`src/rtl/cpu_pkg.sv`:
```
// Shared definitions for the pipeline hazard controller: forward-select codes
// and the MDU tracker state encoding.
package cpu_pkg;

    localparam logic [1:0] FWD_RF  = 2'b00;
    localparam logic [1:0] FWD_WB  = 2'b01;
    localparam logic [1:0] FWD_MEM = 2'b10;

    typedef enum logic {
        IDLE = 1'b0,
        BUSY = 1'b1
    } mdu_state_t;

endpackage

```
`src/rtl/mdu_tracker.sv`:
```
// Tracks one in-flight multi-cycle MDU operation: its destination register,
// the remaining latency and the single-cycle write-back slot.
module mdu_tracker
    import cpu_pkg::*;
#(
    parameter int AW      = 5,
    parameter int MDU_LAT = 4
) (
    input  logic          clk,
    input  logic          rst,
    input  logic          issue,
    input  logic [AW-1:0] issue_reg,
    output logic          busy,
    output logic          wb_valid,
    output logic [AW-1:0] pend_reg
);

    mdu_state_t state;
    logic [3:0] cnt;

    // An issue seen while BUSY is ignored; the structural stall keeps it from happening.
    always_ff @(posedge clk) begin
        if (rst) begin
            state    <= IDLE;
            cnt      <= 4'd0;
            pend_reg <= '0;
        end else begin
            case (state)
                IDLE: begin
                    if (issue) begin
                        cnt      <= 4'(MDU_LAT - 1);
                        pend_reg <= issue_reg;
                        state    <= BUSY;
                    end
                end
                BUSY: begin
                    cnt <= cnt - 4'd1;
                    if (cnt == 4'd1) begin
                        state <= IDLE;
                    end
                end
                default: state <= IDLE;
            endcase
        end
    end

    assign busy     = (state == BUSY);
    assign wb_valid = (state == BUSY) && (cnt == 4'd1);

endmodule

```
`src/rtl/hazard_scoreboard.sv`:
```
// Pipeline hazard controller: forwarding selects, load-use/branch/MDU stalls,
// flush control and a saturating stall-cycle counter.
module hazard_scoreboard
    import cpu_pkg::*;
#(
    parameter int AW      = 5,
    parameter int MDU_LAT = 4,
    parameter int CNTW    = 16
) (
    input  logic            clk,
    input  logic            rst,
    input  logic [AW-1:0]   RsD,
    input  logic [AW-1:0]   RtD,
    input  logic            UsesRsD,
    input  logic            UsesRtD,
    input  logic            BranchD,
    input  logic            MultiD,
    input  logic            RegWriteD,
    input  logic [AW-1:0]   WriteRegD,
    input  logic            PCSrcD,
    input  logic [AW-1:0]   RsE,
    input  logic [AW-1:0]   RtE,
    input  logic [AW-1:0]   WriteRegE,
    input  logic            RegWriteE,
    input  logic            MemtoRegE,
    input  logic            MduIssueE,
    input  logic [AW-1:0]   WriteRegM,
    input  logic            RegWriteM,
    input  logic            MemtoRegM,
    input  logic [AW-1:0]   WriteRegW,
    input  logic            RegWriteW,
    output logic            StallF,
    output logic            StallD,
    output logic            FlushD,
    output logic            FlushE,
    output logic            ForwardAD,
    output logic            ForwardBD,
    output logic [1:0]      ForwardAE,
    output logic [1:0]      ForwardBE,
    output logic            MduBusy,
    output logic            MduWbValid,
    output logic [AW-1:0]   MduWbReg,
    output logic [CNTW-1:0] StallCount
);

    logic [AW-1:0] pend_reg;
    logic          load_use;
    logic          branch_haz;
    logic          mdu_raw;
    logic          mdu_waw;
    logic          mdu_struct;

    // Register 0 is hard-wired zero, so it never creates a dependency.
    function automatic logic hit(input logic [AW-1:0] a, input logic [AW-1:0] b);
        return (a == b) && (a != '0);
    endfunction

    function automatic logic used_hit(input logic [AW-1:0] dst);
        return (UsesRsD && hit(dst, RsD)) || (UsesRtD && hit(dst, RtD));
    endfunction

    function automatic logic [1:0] fwd_sel(input logic [AW-1:0] src);
        if (RegWriteM && hit(WriteRegM, src)) return FWD_MEM;
        else if (RegWriteW && hit(WriteRegW, src)) return FWD_WB;
        else return FWD_RF;
    endfunction

    mdu_tracker #(
        .AW      (AW),
        .MDU_LAT (MDU_LAT)
    ) u_mdu (
        .clk       (clk),
        .rst       (rst),
        .issue     (MduIssueE),
        .issue_reg (WriteRegE),
        .busy      (MduBusy),
        .wb_valid  (MduWbValid),
        .pend_reg  (pend_reg)
    );

    assign ForwardAE = fwd_sel(RsE);
    assign ForwardBE = fwd_sel(RtE);
    assign ForwardAD = RegWriteM && !MemtoRegM && hit(WriteRegM, RsD);
    assign ForwardBD = RegWriteM && !MemtoRegM && hit(WriteRegM, RtD);

    // The RAW waiter is released in the write-back cycle: the register file
    // writes in the first half-cycle, so decode reads the fresh value.
    assign load_use   = MemtoRegE && RegWriteE && used_hit(WriteRegE);
    assign branch_haz = BranchD && ((RegWriteE && used_hit(WriteRegE)) ||
                                    (MemtoRegM && used_hit(WriteRegM)));
    assign mdu_raw    = MduBusy && !MduWbValid && used_hit(pend_reg);
    assign mdu_waw    = MduBusy && RegWriteD && (WriteRegD == pend_reg);
    assign mdu_struct = MduBusy && MultiD;

    assign StallD = load_use || branch_haz || mdu_raw || mdu_waw || mdu_struct;
    assign StallF = StallD;
    assign FlushE = StallD;
    assign FlushD = PCSrcD && !StallD;

    assign MduWbReg = MduWbValid ? pend_reg : '0;

    always_ff @(posedge clk) begin
        if (rst) begin
            StallCount <= '0;
        end else if (StallD && (StallCount != {CNTW{1'b1}})) begin
            StallCount <= StallCount + CNTW'(1);
        end
    end

endmodule

```
`config.mk`:
```
export PLATFORM = sky130hd
export DESIGN_NAME = hazard_scoreboard
export DESIGN_NICKNAME = d
export VERILOG_FILES = /design/src/rtl/cpu_pkg.sv /design/src/rtl/mdu_tracker.sv /design/src/rtl/hazard_scoreboard.sv
export SDC_FILE = /design/constraint.sdc
export NUM_CORES = 1
export LEC_CHECK = 0
export BUFFER_PORTS_ARGS = -buffer_cell sky130_fd_sc_hd__buf_2
export CORE_UTILIZATION = 40
export CTS_CLUSTER_SIZE = 25
export DETAILED_ROUTE_END_ITERATION = 8
export GPL_TIMING_DRIVEN = 0
export HOLD_SLACK_MARGIN = 0.02
export PLACE_DENSITY = 0.81
export SLEW_MARGIN = 25
export SYNTH_ARGS = -nofsm -noshare
export SYNTH_HDL_FRONTEND = slang
export SYNTH_SLANG_ARGS = --single-unit
```
`constraint.sdc`:
```
create_clock -name clk -period 2.5 [get_ports clk]
set_input_delay 0.5 -clock clk [delete_from_list [all_inputs] [get_ports clk]]
set_output_delay 0.5 -clock clk [all_outputs]
set_load 0.05 [all_outputs]
```
==> results of run 1 <==
## cells by family (layout without fill, tap and decap cells)
logic type / after synthesis / in the layout / share of synthesized area, %
flip-flops: 26 / 26 / 24.6
AND/OR/NAND/NOR: 114 / 114 / 29.0
buffers and inverters: 24 / 110 / 5.27
adder cells (fa/ha/maj): 3 / 3 / 1.78
XOR/XNOR: 57 / 57 / 23.6
AO/OA/AOI/OAI: 30 / 30 / 8.89
multiplexers: 13 / 13 / 6.75
## final cells by class
type / count / area share (%)
well taps: 70 / 3.11
inverters: 3 / 0.533
clock buffers: 3 / 1.47
flip-flops and latches: 26 / 18.8
multi-input cells: 217 / 55.0
plain buffers: 16 / 3.42
repair buffers: 88 / 17.7
## final timing paths
| path | startpoint | end |
|---|---|---|
| max | u_mdu.pend_reg[1] | StallF |
| min | StallCount[1] | StallCount[1] |
| max reg2reg | u_mdu.pend_reg[1] | StallCount[0] |
| min reg2reg | StallCount[1] | StallCount[1] |
## layout by cell type, fill, tap and decap left out, drive strengths merged, types with 8 or more instances in the layout
master  count
buf        90
nor2       19
a21oi      10
nor2b       9
o21ai       8
clkbuf     17
nand4      12
nand2      14
and2        9
xnor2      33
nand3       8
xor2       24
dfxtp      26
nor3       16
## metrics by stage
stage	total power, uW	hold slack (ns)	cell area, um^2	instances
floorplan	690	0.477	2200	267
global placement	791	0.481	2690	418
detailed placement	802	0.498	2690	418
CTS	1050	0.511	2780	422
global route	1100	0.547	2820	423
finish	1050	0.505	2820	423
## per-layer routing
layer / global-route usage (%) / wire length, um
met1: 22.7 / 2410
met2: 39.0 / 2960
met3: 1.87 / 306
met4: 4.19 / 52
met5: 0 / 0
## critical path, delay by kind of cell, from the launching register on
family,cells,cell delay (ns)
AND/OR/NAND/NOR,2,0.65
flip-flops,1,0.35
AO/OA/AOI/OAI,2,0.48
buffers and inverters,5,0.66
## power groups by stage
stage	clock [uW]	sequential [uW]	combinational, uW
floorplan	0	461	230
global placement	0	449	342
detailed placement	0	451	351
CTS	237	446	363
global route	254	450	399
finish	236	448	369
## what timing repair did
action                                  in CTS  in global routing
endpoints found under the setup margin      19                 17
hold buffers                                 0                  0
pin swaps                                    3                  4
endpoints found under the hold margin        0                  0
buffers inserted                             5                  2
resized for setup                           14                 10
==> metrics.cfg, run 1 <==
[sta]
rsz0062_at_grt = yes
fin_setup_tns_ns = -1.51
fmax_mhz = 343
setup_viol = 4
hold_viol_final = 0
setup_ws_ns = -0.417
skew_ns = 0.00232
period_share_pct = 117
slew_viol_final = 0
tightestPinTransition_ns = 0.620
slew-limit-headroom_pct = 58.4
fin_crit_ns = 2.92

[logic_synthesis]
synth.distinct_cells = 39
synth_top_area_share_pct = 24.6
async_flop_share_pct = 0
synth_edf_count = 0
syn_area_um2 = 2110
syn-num-nets = 324
yosysSeqAreaShare_pct = 24.6
yosys_register_bits = 26
avgSynthCellArea_um2 = 7.91
synth-main-ff-cell = dfxtp_1
yosys-top-cells-area = dfxtp_1 25%, xnor2_1 14%, xor2_1 10%
synth_commonest_cells = 33 x xnor2_1, 26 x dfxtp_1, 24 x xor2_1, 19 x nor2_1, 16 x nor3_1
synth.most_common_cell = xnor2_1
yosys_warnings = 0
yosysTopAreaCell = dfxtp_1
netlist_instances = 267

[layout]
multiInputGateArea_um2 = 1550
fillers = 476
diodes = 0
ff_latch_area_um2 = 529
final_util_pct = 55.2
nets = 412
largest_register_ffs = 16
drive_above_1_share_pct = 32.6
syn_to_final_growth_pct = 33.4

[clock_tree]
cts_buffers = 3
cts-root-buf = clkbuf_8
cts_tree = built
cts.sinks = 26
htreeDepth = 1
clkLatencyLatePin_ns = 0.27
path_clk_slew_ns = 0.09
clockBufferDepth = 2

[grt]
antenna_found_initial = 0
grt_max_degree = 14
grt_pass1_wl_um = 8690
grt_pass1_vias = 2034
grt_util_all_layers_pct = 19.7
grt_overflow = 0

[setup_path]
crit_slowest_cell = or4_1
crit_chain = or4_1, o211a_1, a222oi_1, buf_4, and2_4, buf_6, clkinvlp_4, buf_8, buf_8
slowest_delay_ns = 0.51
cp-end-kind = output pin
crit_fanout = 3
cpMostUsedCell = buf_8
reg2reg_setup_slack_ns = 0.14
critPathKind = reg -> out
start_kind = register
worstPathArrival_ns = 2.42
r2r_cells = 8
required_ns = 2.00

[floorplan]
fp.dieH_um = 74.7
pin_count = 87
rows = 26
start_util_pct = 41.4
coreArea_um2 = 5110
die_area_um2 = 5570
dieWidth_um = 74.7

[detailed_routing]
viasPerCell = 5.34
first_pass_iters = 4
drtIter0Drc = 100
drc = 0
finalWirelength_um = 5730
post_drt_wl_per_cell_um = 13.5
ant_nets = 0
via_count = 2258

[pwr]
power_leakage_uw = 0.00119
peakVddDrop_uv = 366
clkPwrFrac_pct = 22.4
p_sw_uw = 352
combPwrFrac_pct = 35.0
p_sw_share_pct = 33.4
power.internal_uw = 702
sequentialPowerShare_pct = 42.6
power_density_nw_per_um2 = 374

[job]
maxCapViolations = 0

[outcome]
violations = negative setup slack
status = finished with violations

[min_path]
holdPathStages = 2
min_path_type = reg -> reg

[place]
dp_hpwl_um = 4400
globalplace.congestion = 0.848
dp_slack_ns = -0.624
port_buffers = 81

No activity file was read; power rests on OpenSTA's default activity.
==> inputs of run 2 (changes only) <==
--- a/config.mk
+++ b/config.mk
@@ -12,6 +12,7 @@
 export GPL_TIMING_DRIVEN = 0
 export HOLD_SLACK_MARGIN = 0.02
 export PLACE_DENSITY = 0.81
+export RECOVER_POWER = 100
 export SLEW_MARGIN = 25
 export SYNTH_ARGS = -nofsm -noshare
 export SYNTH_HDL_FRONTEND = slang
==> run 2 against run 1 <==
  * The run still ends with negative setup slack left
  * Global-route usage did not move
  * Clock power barely moved
  * Via count barely moved
  * Sequential share of layout area rose by 0.16 points
  * Utilization fell by 0.47 points
  * Critical path depth did not move
  * Routed wire length rose by 0.17%
  * Fmax barely moved
  * Final area fell by 0.84%
==> metrics.cfg, run 2 (same netlist as run 1, synthesis figures left out) <==
[outcome]
status = finished with violations
violations = negative setup slack

[floorplan]
rows = 26
pin_count = 87
start_util_pct = 41.4
die_area_um2 = 5570
dieWidth_um = 74.7
coreArea_um2 = 5110
fp.dieH_um = 74.7

[setup_path]
start_kind = register
critPathKind = reg -> out
cpMostUsedCell = buf_8
r2r-start = u_mdu.pend_reg[1]
slowest_delay_ns = 0.51
crit_fanout = 3
required_ns = 2.00
rr_endpoint = StallCount[0]
cp-end-kind = output pin
worstPathArrival_ns = 2.42
crit_chain = or4_1, o211a_1, a222oi_1, buf_4, and2_4, buf_6, clkinvlp_4, buf_8, buf_8
crit_slowest_cell = or4_1
r2r_cells = 8
reg2reg_setup_slack_ns = 0.14

[detailed_routing]
finalWirelength_um = 5740
post_drt_wl_per_cell_um = 13.6
first_pass_iters = 5
ant_nets = 0
via_count = 2259
viasPerCell = 5.34
drtIter0Drc = 97
drc = 0

[layout]
fillers = 480
syn_to_final_growth_pct = 32.3
nets = 412
drive_above_1_share_pct = 27.2
mostFrequentLayoutCells = 49 x buf_2, 33 x xnor2_1, 29 x clkbuf_1
largest_register_ffs = 16
final_common_cell = buf_2
final_util_pct = 54.7
diodes = 0

[min_path]
hold_start = StallCount[1]
min_path_type = reg -> reg
hold_path_end = StallCount[1]
holdPathStages = 2

[pwr]
peakVddDrop_uv = 367
power_leakage_uw = 0.00110
power_density_nw_per_um2 = 378

[clock_tree]
cts_buffers = 3
cts-root-buf = clkbuf_8
clockBufferDepth = 2
path_clk_slew_ns = 0.09
htreeDepth = 1
cts_tree = built
clkLatencyLatePin_ns = 0.27
hold_buffers = 0
cts.sinks = 26

[grt]
grt_pass1_vias = 2034
grt_pass1_wl_um = 8690
antenna_found_initial = 0
grt_max_degree = 14
grt_util_all_layers_pct = 19.7
grt_overflow = 0

[sta]
skew_ns = 0.00241
setup_ws_ns = -0.416
slew_viol_final = 0
tightestPinTransition_ns = 0.626
fmax_mhz = 343
rsz0062_at_grt = yes
period_share_pct = 117
fin_crit_ns = 2.92
slew-limit-headroom_pct = 57.9
timing.hold.ws_ns = 0.508
hold_viol_final = 0
setup_viol = 4

[place]
dp_slack_ns = -0.624
port_buffers = 81
globalplace.congestion = 0.848
dp_hpwl_um = 4400

[job]
maxCapViolations = 0

## run 2: worst max-delay path by stage
| stage | startpoint | end | slack [ns] |
|---|---|---|---|
| finish | u_mdu.pend_reg[1] | StallF | -0.42 |
| CTS | u_mdu.pend_reg[2] | StallD | -0.46 |
| floorplan | u_mdu.pend_reg[0] | StallD | -0.37 |
| global route | u_mdu.pend_reg[1] | StallF | -0.52 |
| detailed placement | u_mdu.pend_reg[2] | StallD | -0.62 |
| global placement | u_mdu.pend_reg[2] | StallF | -0.58 |
## run 2: metrics by stage
stage	area [um^2]	TNS, ns	total power [uW]	std cells
after global routing	2790	-1.88	1100	423
final	2790	-1.51	1060	423
after detailed placement	2690	-4.16	802	418
after global placement	2690	-3.24	791	418
after CTS	2780	-1.61	1050	422
after floorplan	2200	-1.18	690	267
## run 2: metal layers
metal,global-route usage (%),up-vias,share of wire (%)
li1,-,1102,-
met1,22.7,1078,43
met2,39.0,71,51
met3,1.87,8,4.8
met4,4.19,0,1.1
met5,0,-,0
## run 2: repair_timing
item	CTS	global route
buffers inserted	5	2
gates resized for setup	14	10
endpoints found under the setup margin	19	17
pin swaps	3	4
## run 2: worst max-delay path: cells and delay by family, from the launching register on
kind	cells	cell delay, ns
AOI/OAI and AO/OA	2	0.48
buffers and inverters	5	0.66
and+or+nand+nor	2	0.65
DFF	1	0.35
## run 2: where the power goes
| part | switching, uW | total (uW) | internal (uW) |
|---|---|---|---|
| Combinational | 204 | 368 | 164 |
| Clock | 131 | 239 | 108 |
| Sequential | 19.9 | 448 | 428 |
| Total | 355 | 1060 | 700 |
## run 2: cell type report
class	instances	area, um^2	share of cell area (%)
plain buffers	16	96.3	3.45
clock buffers	3	41.3	1.48
inverters	3	15.0	0.537
multi-input cells	217	1550	55.4
flip-flops and latches	26	529	18.9
well taps	70	87.6	3.13
repair buffers	88	475	17.0
==> inputs of run 3 (changes only) <==
--- a/config.mk
+++ b/config.mk
@@ -6,11 +6,13 @@
 export NUM_CORES = 1
 export LEC_CHECK = 0
 export BUFFER_PORTS_ARGS = -buffer_cell sky130_fd_sc_hd__buf_2
+export CORE_ASPECT_RATIO = 1.5
 export CORE_UTILIZATION = 40
 export CTS_CLUSTER_SIZE = 25
 export DETAILED_ROUTE_END_ITERATION = 8
 export GPL_TIMING_DRIVEN = 0
 export HOLD_SLACK_MARGIN = 0.02
+export MAX_ROUTING_LAYER = met4
 export PLACE_DENSITY = 0.81
 export RECOVER_POWER = 100
 export SLEW_MARGIN = 25
==> run 3 against run 2 <==
  * The flow still finishes with violations (negative setup slack)
  * First-iteration DRC count rose by 14%
  * Final area rose by 0.49%
  * Utilization rose by 0.082 points
  * Critical path type unchanged
  * Critical endpoint unchanged
  * Largest cell class unchanged
  * Highest routed layer unchanged
==> metrics.cfg, run 3 (same netlist as run 1, synthesis figures left out) <==
[sta]
tightestPinTransition_ns = 0.616
skew_ns = 0.00356
fmax_mhz = 340
fin_crit_ns = 2.94
setup_viol = 4
slew_viol_final = 0
hold_viol_final = 0
rsz0062_at_grt = yes
slew-limit-headroom_pct = 59.1
period_share_pct = 118
setup_ws_ns = -0.443
fin_setup_tns_ns = -1.52

[detailed_routing]
first_pass_iters = 4
post_drt_wl_per_cell_um = 13.9
ant_nets = 0
via_count = 2199
finalWirelength_um = 5840
drc = 0
drtIter0Drc = 111
viasPerCell = 5.24

[setup_path]
slowest_delay_ns = 0.51
cpLargestDelayFamily = simple AND/OR/NAND/NOR gates
rr_endpoint = StallCount[0]
r2r-start = u_mdu.pend_reg[3]
worstPathArrival_ns = 2.44
required_ns = 2.00
start_kind = register
cp.buffers_inverters = 4
crit_chain = or4_1, o211a_1, a222oi_1, and2_1, buf_6, clkinvlp_4, buf_8, buf_8
crit_cells = 8
crit_fanout = 3
cpMostUsedCell = buf_8
r2r_cells = 7
reg2reg_setup_slack_ns = 0.12
cp-end-kind = output pin
crit_slowest_cell = or4_1
critPathKind = reg -> out

[clock_tree]
cts-root-buf = clkbuf_8
cts_buffers = 3
htreeDepth = 1
path_clk_slew_ns = 0.09
clockBufferDepth = 2
cts.sinks = 26
clkLatencyLatePin_ns = 0.27
hold_buffers = 0
cts_tree = built

[grt]
grt_max_degree = 15
grt_pass1_vias = 2045
grt_overflow = 0
grt_util_all_layers_pct = 22.2
grt_pass1_wl_um = 9270
antenna_found_initial = 0

[layout]
mostFrequentLayoutCells = 57 x buf_2, 33 x xnor2_1, 28 x clkbuf_1
drive_above_1_share_pct = 28.7
final_common_cell = buf_2
final_cells = 420
fillers = 482
syn_to_final_growth_pct = 32.9
largest_register_ffs = 16
nets = 410
diodes = 0

[min_path]
holdPathStages = 2
min_path_type = reg -> reg
hold_start = StallCount[1]
hold_path_end = StallCount[1]

[floorplan]
rows = 32
dieWidth_um = 61.3
start_util_pct = 41.2
pin_count = 87
die_area_um2 = 5580
fp.dieH_um = 91.0
coreArea_um2 = 5120

[outcome]
violations = negative setup slack
status = finished with violations

[pwr]
power_density_nw_per_um2 = 387
peakVddDrop_uv = 366
power_leakage_uw = 0.00111

[place]
dp_hpwl_um = 4570
dp_slack_ns = -0.582
globalplace.congestion = 0.918
port_buffers = 81
dp.cells = 416

[job]
maxCapViolations = 0

[run 3: cell types whose count changed in the layout (fill, tap and decap cells not counted), moves of 2 or more]
cell | before | now
nor3_1 | 14 | 12
clkbuf_2 | 9 | 3
nor3_2 | 2 | 4
buf_2 | 49 | 57
clkbuf_4 | 2 | 0
buf_6 | 2 | 4
buf_4 | 8 | 6
or4_1 | 5 | 3
or4_4 | 0 | 2
[run 3: repair_timing]
item,4_1_cts,5_1_grt
gates resized for setup,17,14
setup buffers,8,1
setup endpoints to repair,16,21
pin swaps,5,4
[run 3: cell type report]
class | count | area, um^2 | area share (%)
multi-input combinational | 217 | 1570 | 55.8
sequential | 26 | 531 | 18.9
timing repair buffer | 85 | 447 | 15.9
buffer | 17 | 109 | 3.88
inverter | 3 | 15.0 | 0.535
tap | 68 | 85.1 | 3.03
clock buffer | 4 | 55.1 | 1.96
[run 3: how the worst max path moves through the flow]
stage | slack, ns | from | endpoint
floorplan | -0.37 | u_mdu.pend_reg[0] | StallD
global placement | -0.58 | u_mdu.pend_reg[2] | StallD
detailed placement | -0.58 | u_mdu.pend_reg[2] | StallF
CTS | -0.51 | u_mdu.pend_reg[3] | StallF
global route | -0.55 | u_mdu.pend_reg[3] | StallF
finish | -0.44 | u_mdu.pend_reg[3] | StallF
[run 3: per-layer routing]
metal / global-route usage (%) / up-vias / routed length [um]
li1: - / 1097 / -
met1: 25.9 / 1013 / 2200
met2: 39.0 / 81 / 3210
met3: 1.99 / 8 / 351
met4: 6.48 / 0 / 78
met5: - / - / 0
[run 3: through the flow]
stage	utilization, %	area, um^2	hold WS (ns)	power, uW
2_1_floorplan	-	2200	0.477	690
3_3_place_gp	52.5	2690	0.488	794
3_5_place_dp	52.5	2690	0.500	804
4_1_cts	55.0	2820	0.514	1090
5_1_grt	54.8	2810	0.547	1140
6_report	54.8	2810	0.514	1090
[run 3: report_power, final]
| group | internal (uW) | switching (uW) |
|---|---|---|
| logic | 160 | 209 |
| registers | 429 | 17.2 |
| clock network | 141 | 131 |
[run 3: worst reg2reg max path: cells and delay by family, from the launching register on]
| kind | cells | cell delay, ns |
|---|---|---|
| AOI/OAI and AO/OA | 2 | 0.59 |
| DFF | 1 | 0.35 |
| and+or+nand+nor | 3 | 0.83 |
| buffers and inverters | 1 | 0.18 |
| muxes | 1 | 0.32 |
